$ cat config.mk
export PLATFORM = sky130hd
export DESIGN_NAME = blackjack_key_input
export DESIGN_NICKNAME = d
export VERILOG_FILES = /design/src/rtl/blackjack_key_input.sv
export SDC_FILE = /design/constraint.sdc
export NUM_CORES = 1
export LEC_CHECK = 0
export CAP_MARGIN = 25
export CORE_ASPECT_RATIO = 2
export CORE_MARGIN = 3
export CORE_UTILIZATION = 35
export DETAILED_ROUTE_END_ITERATION = 7
export GPL_TIMING_DRIVEN = 0
export HOLD_SLACK_MARGIN = 0.05
export PLACE_DENSITY = 0.51
export SLEW_MARGIN = 20
export SYNTH_ARGS = -nofsm -noshare
export SYNTH_HDL_FRONTEND = slang
export SYNTH_SLANG_ARGS = --single-unit
$ cat constraint.sdc
create_clock -name clk -period 4.2 [get_ports clk]
set_input_delay 0.84 -clock clk [delete_from_list [all_inputs] [get_ports clk]]
set_output_delay 0.84 -clock clk [all_outputs]
set_load 0.02 [all_outputs]
$ cat src/rtl/blackjack_key_input.sv
// Pushbutton front end for the blackjack game: synchronizes and debounces the two
// active-low keys, detects a two-key chord and issues one command per press via valid/ready.
module blackjack_key_input #(
    parameter int unsigned DEBOUNCE_CYCLES = 50000,
    parameter int unsigned CHORD_CYCLES    = 5000000
) (
    input  logic       clk,
    input  logic       reset,
    input  logic [1:0] keys,
    input  logic       cmd_ready,
    output logic       cmd_valid,
    output logic [1:0] cmd,
    output logic [1:0] keys_db
);

    localparam int unsigned DbW = $clog2(DEBOUNCE_CYCLES + 1);
    localparam int unsigned ChW = $clog2(CHORD_CYCLES + 1);
    localparam logic [DbW-1:0] DbLast = DbW'(DEBOUNCE_CYCLES - 1);
    localparam logic [DbW-1:0] DbMax  = '1;
    localparam logic [ChW-1:0] ChLast = ChW'(CHORD_CYCLES - 1);
    localparam logic [ChW-1:0] ChMax  = '1;

    localparam logic [1:0] CmdNone    = 2'b00;
    localparam logic [1:0] CmdHit     = 2'b01;
    localparam logic [1:0] CmdStand   = 2'b10;
    localparam logic [1:0] CmdNewGame = 2'b11;

    typedef enum logic [1:0] {StWaitRel, StIdle, StChord, StValid} state_e;

    logic [1:0]     sync1_q, sync1_d;
    logic [1:0]     sync2_q, sync2_d;
    logic [1:0]     db_q, db_d;
    logic [DbW-1:0] db_cnt_q [2];
    logic [DbW-1:0] db_cnt_d [2];
    state_e         state_q, state_d;
    logic           key_sel_q, key_sel_d;
    logic [ChW-1:0] ch_cnt_q, ch_cnt_d;
    logic           cmd_valid_q, cmd_valid_d;
    logic [1:0]     cmd_q, cmd_d;
    logic           settle_q, settle_d;

    logic [1:0]     level;
    logic [ChW-1:0] ch_cnt_inc;
    logic [1:0]     single_cmd;
    logic           quiet;

    assign level      = ~sync2_q;
    assign ch_cnt_inc = (ch_cnt_q == ChMax) ? ch_cnt_q : ch_cnt_q + ChW'(1);
    assign single_cmd = key_sel_q ? CmdStand : CmdHit;

    // Nothing pressed anywhere in the input pipeline, including pending debounce mismatches.
    assign quiet = (db_q == 2'b00) && (sync1_q == 2'b11) && (sync2_q == 2'b11) &&
                   (db_cnt_q[0] == '0) && (db_cnt_q[1] == '0);

    always_comb begin
        sync1_d  = keys;
        sync2_d  = sync1_q;
        db_d     = db_q;
        db_cnt_d = db_cnt_q;
        for (int i = 0; i < 2; i++) begin
            if (level[i] == db_q[i]) begin
                db_cnt_d[i] = '0;
            end else if (db_cnt_q[i] == DbLast) begin
                db_d[i]     = ~db_q[i];
                db_cnt_d[i] = '0;
            end else if (db_cnt_q[i] != DbMax) begin
                db_cnt_d[i] = db_cnt_q[i] + DbW'(1);
            end
        end
    end

    always_comb begin
        state_d     = state_q;
        key_sel_d   = key_sel_q;
        ch_cnt_d    = ch_cnt_q;
        cmd_valid_d = cmd_valid_q;
        cmd_d       = cmd_q;
        settle_d    = quiet;
        unique case (state_q)
            StWaitRel: begin
                // Quiet for two cycles, so a key held through reset is seen before leaving.
                if (quiet && settle_q) begin
                    state_d = StIdle;
                end
            end
            StIdle: begin
                if (db_q == 2'b11) begin
                    state_d     = StValid;
                    cmd_valid_d = 1'b1;
                    cmd_d       = CmdNewGame;
                end else if (db_q != 2'b00) begin
                    state_d   = StChord;
                    key_sel_d = db_q[1];
                    ch_cnt_d  = '0;
                end
            end
            StChord: begin
                ch_cnt_d = ch_cnt_inc;
                if (db_q == 2'b11) begin
                    state_d     = StValid;
                    cmd_valid_d = 1'b1;
                    cmd_d       = CmdNewGame;
                end else if (!db_q[key_sel_q] || (ch_cnt_inc >= ChLast)) begin
                    state_d     = StValid;
                    cmd_valid_d = 1'b1;
                    cmd_d       = single_cmd;
                end
            end
            StValid: begin
                if (cmd_ready) begin
                    state_d     = StWaitRel;
                    cmd_valid_d = 1'b0;
                    cmd_d       = CmdNone;
                end
            end
            default: begin
                state_d     = StWaitRel;
                cmd_valid_d = 1'b0;
                cmd_d       = CmdNone;
            end
        endcase
    end

    always_ff @(posedge clk) begin
        if (reset) begin
            sync1_q     <= 2'b11;
            sync2_q     <= 2'b11;
            db_q        <= 2'b00;
            db_cnt_q[0] <= '0;
            db_cnt_q[1] <= '0;
            state_q     <= StWaitRel;
            key_sel_q   <= 1'b0;
            ch_cnt_q    <= '0;
            cmd_valid_q <= 1'b0;
            cmd_q       <= CmdNone;
            settle_q    <= 1'b0;
        end else begin
            sync1_q     <= sync1_d;
            sync2_q     <= sync2_d;
            db_q        <= db_d;
            db_cnt_q[0] <= db_cnt_d[0];
            db_cnt_q[1] <= db_cnt_d[1];
            state_q     <= state_d;
            key_sel_q   <= key_sel_d;
            ch_cnt_q    <= ch_cnt_d;
            cmd_valid_q <= cmd_valid_d;
            cmd_q       <= cmd_d;
            settle_q    <= settle_d;
        end
    end

    assign cmd_valid = cmd_valid_q;
    assign cmd       = cmd_q;
    assign keys_db   = db_q;

endmodule
Yosys cells after proc, flatten, opt, wreduce, memory -nomap -nowiden:

Index checks and enable logic that the tools add are counted.

* logic and storage cells: 88
* bits of input ports: 5
* flip-flop bits (word level): 68

* mux-type cells: 23
* reduce and logical (&&, ||, !) cells: 22
* equality and inequality tests: 20
* add/subtract/negate cells: 3
* bitwise gates (word level): 6
* magnitude comparators: 2

Operators with widths (count)
* $mux 23: 3
* $pmux 23 s2: 1
* $add 16x1->16 const B: 2
* $eq 16x16->1 const B: 2
* $logic_not 16->1: 2
* $ne 16x16->1 const B: 2
* $add 23x1->23 const B: 1
* $eq 23x23->1 const B: 1
* $ge 23x23->1 const B: 1
* $mux 2: 10
* $eq 2x2->1 const B: 5
* $ne 2x2->1 const B: 5
* $pmux 2 s4: 1
* $reduce_and 4->1: 2
* $mux 1: 6
* $ne 3x3->1 const B: 2
* $pmux 2 s3: 1
* $reduce_and 3->1: 2
* $reduce_or 3->1: 2
* $logic_and 1x1->1: 5
* $not 1->1: 5
* $logic_not 2->1: 2
* $reduce_and 2->1: 2
* $reduce_bool 2->1: 2
* other kinds (8): 9

Depth between registers and ports, before layout:

* depth in word-level cells: 8
* mapped depth: 12

Worst setup path before layout:

No wires, ideal clock.

* path kind: reg2reg
* from: reg ch_cnt_q[0]
* to: reg cmd_valid_q, in the netlist cmd_valid
* cell stages (with the launch flop): 12
* arrival time: 2.891 ns
* required time: 4.077 ns
* period minus slack after synthesis: 3.014 ns
* setup slack: 1.186 ns
* path through: dfxtp_1 ha_1 buf_2 nand4_4 nor4_4 nand3_1 xnor2_1 o32a_1 nor4b_2 a211oi_2 nor3_2 mux2_1

* cells in the longest elaborated chain, start to end: 6
* elaborated cells on any way between the ends: 7

RTL lines
* start, declared: RTL line 37 `logic [ChW-1:0] ch_cnt_q, ch_cnt_d;`
* start signal, assigned: RTL line 145 `ch_cnt_q <= ch_cnt_d;`
* $add 23x1->23 or $eq 23x23->1 (tied branches): RTL line 48 `assign ch_cnt_inc = (ch_cnt_q == ChMax) ? ch_cnt_q : ch_cnt_q + ChW'(1);`
* $mux 23 *: RTL line 48
* $ge 23x23->1 *: RTL line 103 `end else if (!db_q[key_sel_q] || (ch_cnt_inc >= ChLast)) begin`
* $logic_or 1x1->1 *: RTL line 103
* $ne 3x3->1 (no source line) *
* $reduce_and 4->1 (no source line) *
* end signal, assigned: RTL line 146 `cmd_valid_q <= cmd_valid_d;`
* end, declared: RTL line 38 `logic cmd_valid_q, cmd_valid_d;`

Mark *: on every way between the ends. The rest lies on a longest branch, timed or not.
A chain may end at the register's enable or synchronous reset.

Final worst setup path:

Ends and elaborated chain as after synthesis.

==> qor.yml <==
yosys.area.top_type: "dfxtp_1"
diodes: 0
num_rows: 54
crit_top_cell: "buf_2"
clockBufferDepth: 2
dominantRegCellSynth: "dfxtp_1"
cp.required_ns: 4.42
irDropWorstVdd_v: 0.000204
slowest_delay_ns: 0.49
cts_tree: "yes"
postLayoutCellArea_um2: 4510
p_leak_uw: 0.00149
post_cts_buffers: 0
slew_headroom_pct: 39.2
wl_per_cell_um: 16.3
detail_route.wirelength_um: 10900
postCtsHoldBufs: 0
synthTopCellsByArea: "dfxtp_1 (35%), nand2_1 (6.2%), nor2_1 (6.1%)"
finalHoldViolations: 0
wl_met1_um: 4000
worstSetupPathType: "reg -> reg"
r2r-start: "ch_cnt_q[0]"
postSynthAreaPerCell_um2: 7.78
grt_usage_pct: 18.7
gp_congestion: 0.884
crit_arrival_ns: 3.83
avgViaCountPerCell: 5.49
cp_num_buf_inv: 2
syn_inst: 503
clk_latency_ns: 0.33
critPathCaptureType: "register"
critPathLaunch: "ch_cnt_q[0]"
clk_pin_slew_worst_paths_ns: 0.06
maxSlewViolCount: 0
place_hpwl_um: 8200
syn_area_um2: 3920
drv_cap: 0
hold_class: "reg -> reg"
drive_gt1_share_pct: 7.77
synth_top_area_share_pct: 34.8
port_buffers: 9
cp_cell_sequence: "ha_1 -> buf_2 -> nand4_4 -> nor4_4 -> buf_2 -> a31oi_1 -> o21ai_0 -> o32a_1 -> nor4b_2 -> a211oi_2 -> nor3_2 -> mux2_1"
syn_nets: 521
slowest_stage: "dfxtp_1"
core-area_um2: 10900
setup_viol_count_final: 0
ys_warn_count: 0
cts.repair.resized: 0
met2_length_um: 6100
area_delta_synth_final_pct: 15.1
utilization_pct: 41.2
status: "finished, final reports clean"
post-route-period-util_pct: 86.0
first_pass_iters: 6
grt_max_degree: 13
vias: 3666
async_flop_share_pct: 0
numCtsBuffers: 9
synth_edf_count: 0
cts_root_buf: "clkbuf_16"
skew_ns: 0.00342
grt_overflow: 0
critical_path_peak_fanout: 10
tightest_slew_ns: 0.887
ys_seq_area_share_pct: 34.8
antenna_found_initial: 0
io_pins: 10
period_needed_ns: 3.61
route.antenna.remaining_nets: 0
cts_max_level: 3
dieWidth_um: 80.8
num-nets-final: 541
cp-start-kind: "register"
place_area_um2: 4180
synth_cell_types: 57
max_freq_mhz: 277
clock-sinks: 68
die_h_um: 156
start_util_pct: 35.8
synth_seq_cells: 68
drt_iter0_markers: 200
post-place-ws_ns: 0.649
wl_met3_um: 334
grt_pass1_vias: 3687
total_power_uw: 1710
dieArea_um2: 12600
fin_tns_setup_ns: 0
cpLargestDelayFamily: "compound AO/OA/AOI/OAI gates"
hp-start: "sync1_q[1]"
setup_ws_ns: 0.589
drc_errors: 0
power_density_nw_per_um2: 380
grt_setup_unrepaired: "false"
grt_pass1_wl_um: 18100
top_layer_used: "met4"
[layout by cell type, fill, tap and decap left out, drive strengths merged, types with 3 or more instances in the layout]
master / instances
a211oi: 7
a21oi: 34
a31oi: 7
and2: 3
and3: 6
and4: 3
buf: 8
clkbuf: 23
clkdlybuf4s50: 9
clkinv: 4
dfxtp: 68
ha: 13
inv: 19
mux2i: 8
nand2: 65
nand2b: 3
nand3: 30
nand4: 17
nor2: 64
nor2b: 4
nor3: 32
nor4: 9
nor4b: 3
o21ai: 15
or2: 5
or3: 7
or4: 5
xnor2: 12
xor2: 16
[power breakdown]
| group | internal, µW | switching (µW) |
|---|---|---|
| registers | 666 | 12.3 |
| logic | 76.2 | 124 |
| clock network | 536 | 299 |
[sequential cells by signal (all words and copies together) (netlist names), 2 cells and up]
signal,count
ch_cnt_q,23
cmd,2
db_cnt_q,32
keys_db,2
state_q,2
sync1_q,2
sync2_q,2
[worst register-to-register path: cells and delay by family, from the launching register on]
family                   cells  cell delay, ns
buffers and inverters        2            0.52
multiplexers                 1            0.32
adder cells (fa/ha/maj)      1            0.21
flip-flops                   1            0.49
AND/OR/NAND/NOR              4            0.85
AO/OA/AOI/OAI                4            1.11
[layout make-up]
class	count	area (µm²)
Fill cell	1189	6440
Tap cell	140	175
Buffer	21	88.8
Multi-Input combinational cell	395	2390
Clock buffer	10	239
Inverter	19	71.3
Clock inverter	6	87.6
Sequential cell	68	1360
Timing Repair Buffer	9	90.1
[Yosys cell counts, types with 8 or more instances]
library cell and instances:
nor2_1 64, xnor2_1 12, inv_1 19, nand3_1 28, xor2_1 16, nor3_1 31, o21ai_0 14, clkbuf_1 13
dfxtp_1 68, nand4_1 16, mux2i_1 8, nand2_1 65, buf_2 8, a21oi_1 34, ha_1 13
[worst paths after layout]
check | to | slack, ns | depth (start not counted)
worst min register to register | sync2_q[1] | 0.44 | 1
worst min-delay path | sync2_q[1] | 0.44 | 1
worst max-delay path | cmd_valid | 0.59 | 12
worst max register to register | cmd_valid | 0.59 | 12
[kinds of logic after synthesis]
group                    share of synthesized area (%)
AO/OA/AOI/OAI                                     14.0
XOR/XNOR                                          6.26
adder cells (fa/ha/maj)                           4.15
buffers and inverters                             4.09
flip-flops                                        34.8
multiplexers                                      2.62
AND/OR/NAND/NOR                                   34.1
[per-stage QoR]
step | hold slack, ns | instances
after global routing | 0.464 | 668
after detailed placement | 0.430 | 652
final | 0.442 | 668
after CTS | 0.445 | 668
after floorplan | 0.417 | 503
after global placement | 0.427 | 652
[layer usage]
layer / up-vias / GRT usage [%]
met3: 29 / 3.06
met2: 87 / 35.7
met1: 1719 / 18.6
met4: 0 / 9.75
li1: 1831 / -
met5: - / 0
No activity file was read; power rests on OpenSTA's default activity.
